File: src/rtl/pr3_pkg.sv
// Shared types for the FFT frame scheduler: FSM encoding, channel-tag width, sample format.
// Pure declarations, no logic.
// No flow control of its own.
package pr3_pkg;

    localparam int SAMPLE_W = 14;

    // Q<SAMPLE_W>.0 time-domain sample as carried on the FFT sink stream
    typedef logic signed [SAMPLE_W-1:0] q_sample_t;

    typedef enum logic [1:0] {
        IDLE   = 2'd0,
        GRANT  = 2'd1,
        STREAM = 2'd2,
        GAP    = 2'd3
    } sched_state_t;

    function automatic int chan_width(input int n);
        return (n > 1) ? $clog2(n) : 1;
    endfunction

endpackage

File: src/rtl/tag_fifo.sv
// Antenna-tag FIFO between frame issue and spectrum return; overflow/underflow pulse flags.
// Latency: head is combinational from storage; push+pop on empty bypasses push_dat to pop_dat.
// Backpressure: none internally; full/empty exported, illegal push/pop dropped and flagged.
module tag_fifo #(
    parameter int W     = 2,
    parameter int DEPTH = 4
) (
    input  logic         clk,
    input  logic         reset,
    input  logic         push,
    input  logic [W-1:0] push_dat,
    input  logic         pop,
    output logic [W-1:0] pop_dat,
    output logic         full,
    output logic         empty,
    output logic         overflow,
    output logic         underflow
);
    localparam int AW = $clog2(DEPTH);

    logic [W-1:0]  mem [DEPTH];
    logic [AW-1:0] wr_ptr;
    logic [AW-1:0] rd_ptr;
    logic [AW:0]   count;
    logic          wr_en;
    logic          rd_en;

    assign full      = (count == (AW+1)'(DEPTH));
    assign empty     = (count == '0);
    // Push+pop together is legal at any fill level; on empty the tag passes straight through.
    assign wr_en     = push && (!full || pop) && !(empty && pop);
    assign rd_en     = pop && !empty;
    assign overflow  = push && full && !pop;
    assign underflow = pop && empty && !push;
    assign pop_dat   = empty ? push_dat : mem[rd_ptr];

    always_ff @(posedge clk) begin
        if (reset) begin
            wr_ptr <= '0;
            rd_ptr <= '0;
            count  <= '0;
        end else begin
            if (wr_en) wr_ptr <= wr_ptr + AW'(1);
            if (rd_en) rd_ptr <= rd_ptr + AW'(1);
            count <= count + (AW+1)'(wr_en) - (AW+1)'(rd_en);
        end
    end

    always_ff @(posedge clk) begin
        if (wr_en) mem[wr_ptr] <= push_dat;
    end

endmodule

File: src/rtl/fft_scheduler.sv
// Issues whole frames from NSINK requesters onto one FFT stream with sop/eop and antenna tags.
// Latency: samples 1 cycle; 3 idle cycles eop->sop; FFT_SCHED_ROUND_ROBIN_EN selects RR arbitration.
// Backpressure: no new frame granted while TAGDEPTH frames are in flight (tag FIFO full).
module fft_scheduler import pr3_pkg::*; #(
    parameter  int NSINK    = 3,
    parameter  int WIDTH    = SAMPLE_W,
    parameter  int LENGTH   = 2048,
    parameter  int TAGDEPTH = 4,
    localparam int CHW      = chan_width(NSINK)
) (
    input  logic                        clk,
    input  logic                        reset,
    input  logic [NSINK-1:0]            req,
    output logic [NSINK-1:0]            grant,
    input  logic [NSINK-1:0]            sink_valid,
    input  logic [NSINK-1:0][WIDTH-1:0] sink_data,
    output logic                        source_valid,
    output logic                        source_sop,
    output logic                        source_eop,
    output logic [WIDTH-1:0]            source_data,
    output logic [CHW-1:0]              source_chan,
    input  logic                        ret_sop,
    output logic [CHW-1:0]              ret_chan,
    output logic                        ret_chan_valid,
    output logic                        busy,
    output logic                        error
);
    localparam int CNTW = $clog2(LENGTH);

    sched_state_t   state;
    sched_state_t   state_nxt;
    logic [CNTW-1:0] cnt;
    logic [CHW-1:0] win;
    logic [CHW-1:0] arb_win;
    logic           arb_found;
    logic           start_frame;
    logic           accept;
    logic           last;
    logic           tag_push;
    logic [CHW-1:0] fifo_head;
    logic           fifo_full;
    logic           fifo_empty;
    logic           fifo_ovf;
    logic           fifo_udf;

`ifdef FFT_SCHED_ROUND_ROBIN_EN
    logic [CHW-1:0] rr_ptr;
    logic [CHW-1:0] rr_cand;

    always_comb begin
        arb_win   = '0;
        arb_found = 1'b0;
        rr_cand   = '0;
        for (int k = 0; k < NSINK; k++) begin
            rr_cand = CHW'((int'(rr_ptr) + k) % NSINK);
            if (!arb_found && req[rr_cand]) begin
                arb_found = 1'b1;
                arb_win   = rr_cand;
            end
        end
    end

    always_ff @(posedge clk) begin
        if (reset) begin
            rr_ptr <= '0;
        end else if (start_frame) begin
            rr_ptr <= (arb_win == CHW'(NSINK-1)) ? '0 : arb_win + CHW'(1);
        end
    end
`else
    always_comb begin
        arb_win   = '0;
        arb_found = 1'b0;
        for (int k = NSINK-1; k >= 0; k--) begin
            if (req[k]) begin
                arb_found = 1'b1;
                arb_win   = CHW'(k);
            end
        end
    end
`endif

    assign start_frame = (state == IDLE) && (state_nxt == GRANT);
    // Only the granted requester's strobe counts, and only once the grant has settled.
    assign accept      = (state == STREAM) && sink_valid[win];
    assign last        = accept && (cnt == CNTW'(LENGTH-1));
    assign tag_push    = accept && (cnt == '0);
    assign busy        = (state != IDLE);
    assign source_chan = win;

    always_ff @(posedge clk) begin
        if (reset) state <= IDLE;
        else       state <= state_nxt;
    end

    always_comb begin
        state_nxt = state;
        case (state)
            IDLE:    if (arb_found && !fifo_full) state_nxt = GRANT;
            GRANT:   state_nxt = STREAM;
            STREAM:  if (last) state_nxt = GAP;
            GAP:     state_nxt = IDLE;
            default: state_nxt = IDLE;
        endcase
    end

    always_ff @(posedge clk) begin
        if (reset) begin
            win          <= '0;
            grant        <= '0;
            cnt          <= '0;
            source_valid <= 1'b0;
            source_sop   <= 1'b0;
            source_eop   <= 1'b0;
            source_data  <= '0;
        end else begin
            source_valid <= accept;
            source_sop   <= tag_push;
            source_eop   <= last;
            if (accept) begin
                source_data <= sink_data[win];
                cnt         <= last ? '0 : cnt + CNTW'(1);
            end
            if (start_frame) begin
                win   <= arb_win;
                grant <= NSINK'(1) << arb_win;
            end else if (last) begin
                grant <= '0;
            end
        end
    end

    tag_fifo #(
        .W     (CHW),
        .DEPTH (TAGDEPTH)
    ) u_tag_fifo (
        .clk       (clk),
        .reset     (reset),
        .push      (tag_push),
        .push_dat  (win),
        .pop       (ret_sop),
        .pop_dat   (fifo_head),
        .full      (fifo_full),
        .empty     (fifo_empty),
        .overflow  (fifo_ovf),
        .underflow (fifo_udf)
    );

    // The returned tag stays on ret_chan until the next returning frame replaces it.
    always_ff @(posedge clk) begin
        if (reset) begin
            ret_chan       <= '0;
            ret_chan_valid <= 1'b0;
            error          <= 1'b0;
        end else begin
            if (ret_sop) begin
                if (fifo_udf) begin
                    ret_chan_valid <= 1'b0;
                end else begin
                    ret_chan       <= fifo_head;
                    ret_chan_valid <= 1'b1;
                end
            end
            if (fifo_ovf || fifo_udf) error <= 1'b1;
        end
    end

endmodule

File: config.mk
export PLATFORM = sky130hd
export DESIGN_NAME = fft_scheduler
export DESIGN_NICKNAME = d
export VERILOG_FILES = /design/src/rtl/pr3_pkg.sv /design/src/rtl/tag_fifo.sv /design/src/rtl/fft_scheduler.sv
export SDC_FILE = /design/constraint.sdc
export NUM_CORES = 1
export LEC_CHECK = 0
export CORE_MARGIN = 1.5
export CORE_UTILIZATION = 40
export DETAILED_ROUTE_END_ITERATION = 7
export PLACE_DENSITY = 0.77
export SETUP_SLACK_MARGIN = 0.2
export SYNTH_ARGS = -nofsm -noshare
export SYNTH_HDL_FRONTEND = slang
export SYNTH_SLANG_ARGS = --single-unit
File: constraint.sdc
create_clock -name clk -period 3.49 [get_ports clk]
set_clock_uncertainty 0.2 [all_clocks]
set_input_delay 0.349 -clock clk [delete_from_list [all_inputs] [get_ports clk]]
set_output_delay 0.349 -clock clk [all_outputs]
set_load 0.01 [all_outputs]
==> results of run 1 <==
## report_power, final
| group | switching [mW] | total (mW) | leakage (nW) | internal, mW |
|---|---|---|---|---|
| clock | 0.191 | 0.406 | 0.0524 | 0.215 |
| sequential | 0.0852 | 0.866 | 0.465 | 0.781 |
| combinational | 0.456 | 0.903 | 0.811 | 0.447 |
## kinds of logic after synthesis
group | count (synthesis)
compound gates | 31
flops | 56
mux | 21
simple gates | 131
buf+inv | 31
xor+xnor | 14
fa+ha+maj | 11
## through the flow
stage | power [mW] | setup slack (ns)
floorplan | 1.44 | 0.830
global placement | 1.76 | 0.668
global route | 2.34 | 0.310
finish | 2.18 | 0.491
detailed placement | 1.79 | 0.509
CTS | 2.20 | 0.493
## layer usage
metal,part of all wire (%),global-route usage (%),vias up
met4,1.1,5.13,0
met3,5.9,5.25,8
met5,0,0,-
li1,-,-,1162
met1,45,21.4,1015
met2,48,28.9,63
## cells in the final DEF, fill, tap and decap left out, types with 2 or more instances in the layout
master	netlist	final
and2_2	2	2
a21oi_1	8	8
and3_1	2	2
inv_1	14	14
and2_1	6	6
nor3_1	18	18
nor4_1	3	3
a221oi_1	2	2
nand2_1	9	9
nand2b_1	5	5
edfxtp_1	8	8
dfxtp_1	48	48
nand4_1	13	13
nor2b_1	3	3
clkbuf_8	0	5
xor2_1	9	9
ha_1	10	10
a211oi_1	14	14
mux2i_1	19	19
or4b_1	2	2
nand3_1	7	7
mux4_2	2	2
nor2_1	56	56
xnor2_1	5	5
clkbuf_1	9	2
clkdlybuf4s50_1	0	77
buf_4	2	5
## worst paths after layout
path / startpoint / end / slack (ns) / depth (start not counted)
worst max-delay path: cnt[0] / u_tag_fifo.count[2] / 0.49 / 11
worst min register to register: grant[1] / grant[1] / 0.28 / 2
worst max register to register: cnt[0] / u_tag_fifo.count[2] / 0.49 / 11
worst min-delay path: grant[1] / grant[1] / 0.28 / 2
## critical path: cells and delay by family (launching register included)
family,cells,cell delay [ns]
AND/OR/NAND/NOR,4,1.11
adder cells (fa/ha/maj),3,0.75
flip-flops,1,0.34
XOR/XNOR,2,0.32
buffers and inverters,2,0.15
## sequential cells by signal, indices dropped and copies added (netlist names), 2 cells and up, named ones only
name	flops
source_data	14
cnt	11
u_tag_fifo.mem	8
grant	3
u_tag_fifo.count	3
ret_chan	2
source_chan	2
state	2
u_tag_fifo.rd_ptr	2
u_tag_fifo.wr_ptr	2
## final cells by class
class,count,area [µm²]
Fill cell,619,2830
Multi-Input combinational cell,208,1370
Sequential cell,56,1200
Timing Repair Buffer,82,808
Tap cell,77,96.3
Clock buffer,7,76.3
Inverter,14,52.6
Clock inverter,1,30.0
==> results.yml, run 1 <==
job:
  maxCapViolCount: 0
worst_setup_path:
  crit_type: "reg2reg"
  cp_slowest_cell: "or4b_1"
  max_stage_delay_ns: 0.45
  crit_chain: "inv_1 -> ha_1 -> or4b_1 -> nor3_2 -> and4bb_1 -> ha_1 -> inv_1 -> fa_1 -> xor2_1 -> xnor2_1 -> nor2_1"
  cp_max_fo: 7
  critPathRequiredTime_ns: 3.46
  cp-start-kind: "flip-flop"
  crit_arrival_ns: 2.97
  end_kind: "flip-flop"
clocking:
  path_clk_slew_ns: 0.09
  worstSkewPairLatency_ns: 0.30
  cts.htree.levels: 2
  post_cts_buffers: 0
  root_buffer: "clkbuf_8"
  cts_tree: "yes"
  cts_hold_buf: 0
  cts_resized: 0
  cts_buffer_depth: 2
  clock-sinks: 56
  numCtsBuffers: 5
grt:
  grt-ovfl-total: 0
  grt_pass1_vias: 2250
  grt_max_degree: 26
  antenna_found_initial: 0
  grt_pass1_wl_um: 10100
  grt_usage_pct: 17.2
sta:
  fmax_ghz: 0.333
  rsz0062_at_grt: "no"
  worst_pin_slew_ns: 0.992
  hold_viol: 0
  slew_viol_final: 0
  relSlewSlack_pct: 33.8
  finalCriticalPeriod_ns: 3.00
  setup_viol: 0
  tns_ns: 0
  hold_slack_ns: 0.278
  period_share_pct: 85.9
power_and_ir_drop:
  powerDensity_mw_per_mm2: 599
  irDropWorstVdd_uv: 241
  p_leak_nw: 1.33
placement:
  gp_congestion: 0.903
  io_buffers: 77
  dp.cells: 437
  hpwl_um: 4410
  dpl_cell_area_mm2: 0.00353
layout:
  fin_nets: 429
  fin_area_mm2: 0.00363
  diodes: 0
  stdcell_count: 445
  post-route-util_pct: 56.2
  drive_gt1_share_pct: 4.89
  syn2layout_area_growth_pct: 34.2
detailed_routing:
  drt_iter0_markers: 137
  wl_um: 5890
  drtPass1Iterations: 6
  drc_errors: 2
  vias: 2248
  vias_per_cell: 5.05
  postRouteAntennaNets: 0
  wire_per_inst_um: 13.2
logic_synthesis:
  synth_warnings: 0
  synth_top_family_by_area: "simple AND/OR/NAND/NOR gates"
  synthAdderAreaFrac_pct: 5.36
  syn_nets: 357
  ys.flop_type: "dfxtp_1"
  synth-edff-count: 8
  synth_seq_cells: 56
  yosysMostFrequentCell: "nor2_1"
  synth_area_leader_cell: "dfxtp_1"
  seq_area_frac_synth_pct: 44.4
  yosys.area_share.simple_pct: 24.1
  yosys.area_share.xor_xnor_pct: 4.53
  synth_area_mm2: 0.00271
  synthMuxAreaShare_pct: 8.69
  synth_cells: 295
  synth_area_leaders: "dfxtp_1 (36%), edfxtp_1 (8.9%), nor2_1 (7.8%)"
  synth_compound_area_share_pct: 7.86
  syn_avg_cell_area_um2: 9.17
  synth_common_cells: "nor2_1 (56), dfxtp_1 (48), mux2i_1 (19)"
  synth_top_area_share_pct: 35.5
  netlist-cell-type-count: 41
  synthArstFlopShare_pct: 0
floorplan:
  rows: 29
  ios: 78
  fp.dieArea_mm2: 0.00727
  core-area_mm2: 0.00646
  initial_core_util_pct: 41.9
  die_y_um: 85.3
  die_x_um: 85.3
worst_hold_path:
  min_path_type: "reg2reg"
run_status:
  violations: "design-rule violations"
  outcome: "complete, but fails checks"
Note: power is estimated with default switching activity, not from simulation.
==> run 2: changes to the inputs <==
--- a/config.mk
+++ b/config.mk
@@ -5,6 +5,7 @@
 export SDC_FILE = /design/constraint.sdc
 export NUM_CORES = 1
 export LEC_CHECK = 0
+export CORE_ASPECT_RATIO = 1.2
 export CORE_MARGIN = 1.5
 export CORE_UTILIZATION = 40
 export DETAILED_ROUTE_END_ITERATION = 7
==> run 2 against run 1 <==
The run now ends clean. Core utilization up 0.22 points. Total power up 2.2%. Combinational power about the same. Clock power up 11%. Highest routed layer unchanged.
==> results.yml, run 2 (synthesis gave the netlist of run 1 again) <==
floorplan:
  die_y_um: 93.1
  rows: 32
  die_x_um: 78.1
  core-area_mm2: 0.00649
  fp.dieArea_mm2: 0.00727
  initial_core_util_pct: 41.7
  ios: 78
sta:
  setup_viol: 0
  hold_viol: 0
  timing.final.ws_setup_ns: 0.514
  rsz0062_at_grt: "no"
  slew_viol_final: 0
  relSlewSlack_pct: 37.4
  hold_slack_ns: 0.269
  finalCriticalPeriod_ns: 2.98
  fmax_ghz: 0.336
  tns_ns: 0
  worst_pin_slew_ns: 0.937
  period_share_pct: 85.3
placement:
  dp.cells: 445
  hpwl_um: 4440
  io_buffers: 77
  place_ws_ns: 0.506
  dpl_cell_area_mm2: 0.00354
  gp_congestion: 0.826
layout:
  layout_commonest_cell: "clkdlybuf4s50_1"
  largest_register_ffs: 14
  reg_top3: "source_data x14, cnt x11, u_tag_fifo.mem x8"
  stdcell_count: 453
  layout_common_cells: "clkdlybuf4s50_1 (77), nor2_1 (56), dfxtp_1 (48), mux2i_1 (19), nor3_1 (18)"
  fin_area_mm2: 0.00366
  diodes: 0
  syn2layout_area_growth_pct: 35.3
  max_flop_register: "source_data"
  drive_gt1_share_pct: 5.43
  fin_nets: 429
detailed_routing:
  wl_um: 6000
  wire_per_inst_um: 13.2
  drtPass1Iterations: 4
  postRouteAntennaNets: 0
  vias_per_cell: 5.08
  drc_errors: 0
  drt_iter0_markers: 106
  vias: 2302
worst_setup_path:
  max_stage_delay_ns: 0.45
  cp_max_fo: 7
  cp-start-kind: "flip-flop"
  critPathRequiredTime_ns: 3.46
  crit_type: "reg2reg"
  crit_family: "simple AND/OR/NAND/NOR gates"
  path_buf_inv: 2
  end_kind: "flip-flop"
  crit_chain: "inv_1 -> ha_1 -> or4b_1 -> nor3_2 -> and4bb_1 -> ha_1 -> inv_1 -> fa_1 -> xor2_1 -> xnor2_1 -> nor2_1"
  crit_arrival_ns: 2.95
  cp_slowest_cell: "or4b_1"
power_and_ir_drop:
  irDropWorstVdd_uv: 252
  p_leak_nw: 1.34
  powerDensity_mw_per_mm2: 607
clocking:
  post_cts_buffers: 0
  clock-sinks: 56
  path_clk_slew_ns: 0.10
  worstSkewPairLatency_ns: 0.30
  root_buffer: "clkbuf_8"
  numCtsBuffers: 5
  cts_tree: "yes"
  cts_buffer_depth: 2
  cts_hold_buf: 0
  cts.htree.levels: 2
  cts_resized: 0
grt:
  grt_usage_pct: 18.0
  grt_pass1_wl_um: 10400
  grt_pass1_vias: 2341
  grt-ovfl-total: 0
  grt_max_degree: 24
  antenna_found_initial: 0
worst_hold_path:
  min_path_type: "reg2reg"
job:
  maxCapViolCount: 0
run_status:
  outcome: "complete, no violations"
## run 2: report_power, final
group          leakage, nW  internal, mW  switching [mW]
sequential           0.465         0.781          0.0847
combinational        0.811         0.446           0.460
clock               0.0645         0.253           0.199
## run 2: per-stage QoR
step | util, % | power (mW)
floorplan | - | 1.44
global placement | 54.5 | 1.76
finish | 56.5 | 2.22
detailed placement | 54.5 | 1.79
CTS | 56.5 | 2.24
global route | 56.5 | 2.39
## run 2: final cells by class
| type | instances | area, µm² |
|---|---|---|
| inverter | 14 | 52.6 |
| clock buffer | 7 | 96.3 |
| timing repair buffer | 82 | 808 |
| fill | 576 | 2820 |
| tap | 85 | 106 |
| sequential | 56 | 1200 |
| clock inverter | 1 | 30.0 |
| multi-input combinational | 208 | 1370 |
## run 2: path summary, 6_finish.rpt
kind         slack (ns)  startpoint                  end  cells after the start
max reg2reg        0.51      cnt[0]  u_tag_fifo.count[2]                     11
min                0.27       error                error                      2
min reg2reg        0.27       error                error                      2
max                0.51      cnt[0]  u_tag_fifo.count[2]                     11
## run 2: routing by layer
layer	share of wire (%)	vias to the layer above	GRT usage, %
li1	-	1165	-
met1	42	1058	21.2
met2	51	72	32.2
met3	5.5	7	4.00
met4	1.2	0	6.10
met5	0	-	0
## run 2: worst register-to-register path, delay by kind of cell, from the launching register on
| kind | cells | cell delay (ns) |
|---|---|---|
| simple gates | 4 | 1.13 |
| fa+ha+maj | 3 | 0.72 |
| xor+xnor | 2 | 0.32 |
| buf+inv | 2 | 0.14 |
| flops | 1 | 0.34 |
==> run 3: changes to the inputs <==
--- a/config.mk
+++ b/config.mk
@@ -9,7 +9,7 @@
 export CORE_MARGIN = 1.5
 export CORE_UTILIZATION = 40
 export DETAILED_ROUTE_END_ITERATION = 7
-export PLACE_DENSITY = 0.77
+export PLACE_DENSITY = 0.69
 export SETUP_SLACK_MARGIN = 0.2
 export SYNTH_ARGS = -nofsm -noshare
 export SYNTH_HDL_FRONTEND = slang
==> run 3 against run 2 <==
Register-to-register slack improved by 0.04 ns. Worst hold slack better by 0.0043 ns. Non-clock buffer count up 1. Largest power group unchanged. Clock power fell by 8.2%. Via count decreased by 1.7%. Critical path type unchanged. Maximum frequency increased by 1.4%. Highest routed layer unchanged. Combinational power decreased by 1%. Setup slack gained 0.041 ns. Clock-buffer cell count is 1 lower. Design area is 0.31% lower. Critical path depth is the same. Global-route usage is 0.17 points higher.
==> results.yml, run 3 (synthesis gave the netlist of run 1 again) <==
job:
  maxCapViolCount: 0
worst_setup_path:
  crit_arrival_ns: 2.90
  crit_type: "reg2reg"
  end_kind: "flip-flop"
  r2r.worst_path.cells: 11
  r2r-end: "u_tag_fifo.count[2]"
  critPathRequiredTime_ns: 3.45
  cp-start-kind: "flip-flop"
  r2r-start: "cnt[0]"
  reg2reg_slack_ns: 0.55
  cp_max_fo: 7
detailed_routing:
  wire_per_inst_um: 13.3
  drt_iter0_markers: 60
  drtPass1Iterations: 4
  wl_um: 6030
  postRouteAntennaNets: 0
  drc_errors: 0
  vias_per_cell: 4.98
  vias: 2262
sta:
  relSlewSlack_pct: 34.9
  period_share_pct: 84.1
  rsz0062_at_grt: "no"
  worst_pin_slew_ns: 0.975
  hold_viol: 0
  setup_viol: 0
  finalCriticalPeriod_ns: 2.94
  slew_viol_final: 0
  fmax_ghz: 0.341
  tns_ns: 0
layout:
  drive_gt1_share_pct: 5.42
  layout_commonest_cell: "clkdlybuf4s50_1"
  fin_nets: 430
  syn2layout_area_growth_pct: 34.9
  nFillCells: 619
  reg_top3: "source_data x14, cnt x11, u_tag_fifo.mem x8"
  layout_common_cells: "clkdlybuf4s50_1 (77), nor2_1 (56), dfxtp_1 (48), mux2i_1 (19), nor3_1 (18)"
  max_flop_register: "source_data"
  diodes: 0
  largest_register_ffs: 14
floorplan:
  die_y_um: 93.1
  die_x_um: 78.1
  initial_core_util_pct: 41.7
  fp.dieArea_mm2: 0.00727
  core-area_mm2: 0.00649
  rows: 32
  ios: 78
grt:
  grt_max_degree: 26
  grt-ovfl-total: 0
  grt_usage_pct: 18.2
  grt_pass1_wl_um: 10400
  grt_pass1_vias: 2255
  antenna_found_initial: 0
power_and_ir_drop:
  irDropWorstVdd_uv: 383
  p_sw_share_pct: 33.9
  p_clk_share_pct: 19.1
  p_int_mw: 1.44
  seq_power_share_pct: 39.8
  powerDensity_mw_per_mm2: 596
  power.switching_mw: 0.737
  p_comb_share_pct: 41.1
  p_leak_nw: 1.34
  total_power_mw: 2.18
clocking:
  post_cts_buffers: 0
  cts_hold_buf: 0
  clock-sinks: 56
  path_clk_slew_ns: 0.09
  root_buffer: "clkbuf_8"
  cts_buffer_depth: 2
  cts_tree: "yes"
  numCtsBuffers: 5
  worstSkewPairLatency_ns: 0.30
  cts.htree.levels: 2
  cts_resized: 0
run_status:
  outcome: "complete, no violations"
worst_hold_path:
  whs_path_depth: 2
  holdPathEnd: "grant[1]"
  min_path_type: "reg2reg"
  hp-start: "grant[1]"
placement:
  hpwl_um: 4510
  gp_congestion: 0.812
  io_buffers: 77
## run 3: worst max-delay path, stage by stage (launching register included)
cell      delay (ns)
dfxtp_1         0.33
inv_1           0.09
ha_1            0.14
or4b_1          0.44
nor3_2          0.22
and4bb_1        0.39
ha_1            0.20
inv_1           0.05
fa_1            0.37
xor2_1          0.16
xnor2_1         0.14
nor2_1          0.05
## run 3: layer usage
layer  wire length [µm]  GRT usage (%)
met5                  0              0
met4                 63           4.91
met3                318           5.07
met2               3090           32.2
met1               2560           21.4
## run 3: metrics by stage
stage	cell area (µm²)	util [%]	instances	setup WS [ns]	hold WS, ns
after CTS	3650	56.3	454	0.509	0.274
after global routing	3650	56.3	454	0.319	0.292
final	3650	56.3	454	0.555	0.273
after global placement	3540	54.6	446	0.638	0.258
after floorplan	2710	-	295	0.830	0.249
after detailed placement	3540	54.6	446	0.551	0.261
## run 3: final cells by class
cell class | count | area [µm²] | share of cell area (%)
Sequential cell | 56 | 1200 | 32.9
Timing Repair Buffer | 83 | 816 | 22.3
Inverter | 14 | 52.6 | 1.44
Clock inverter | 2 | 35.0 | 0.960
Tap cell | 85 | 106 | 2.91
Clock buffer | 6 | 72.6 | 1.99
Multi-Input combinational cell | 208 | 1370 | 37.5
## run 3: power by group through the flow
stage	combinational (mW)	clock, mW	sequential [mW]
floorplan	0.539	0	0.901
detailed placement	0.905	0	0.881
CTS	0.909	0.425	0.868
global route	1.02	0.453	0.883
global placement	0.885	0	0.878
finish	0.895	0.415	0.866
## run 3: worst max path at each step
stage	start	to	slack, ns
after CTS	cnt[0]	u_tag_fifo.count[2]	0.51
after floorplan	cnt[0]	u_tag_fifo.count[2]	0.83
after global routing	cnt[0]	u_tag_fifo.count[2]	0.32
final	cnt[0]	u_tag_fifo.count[2]	0.55
after detailed placement	cnt[0]	u_tag_fifo.count[2]	0.55
after global placement	cnt[0]	u_tag_fifo.count[2]	0.64
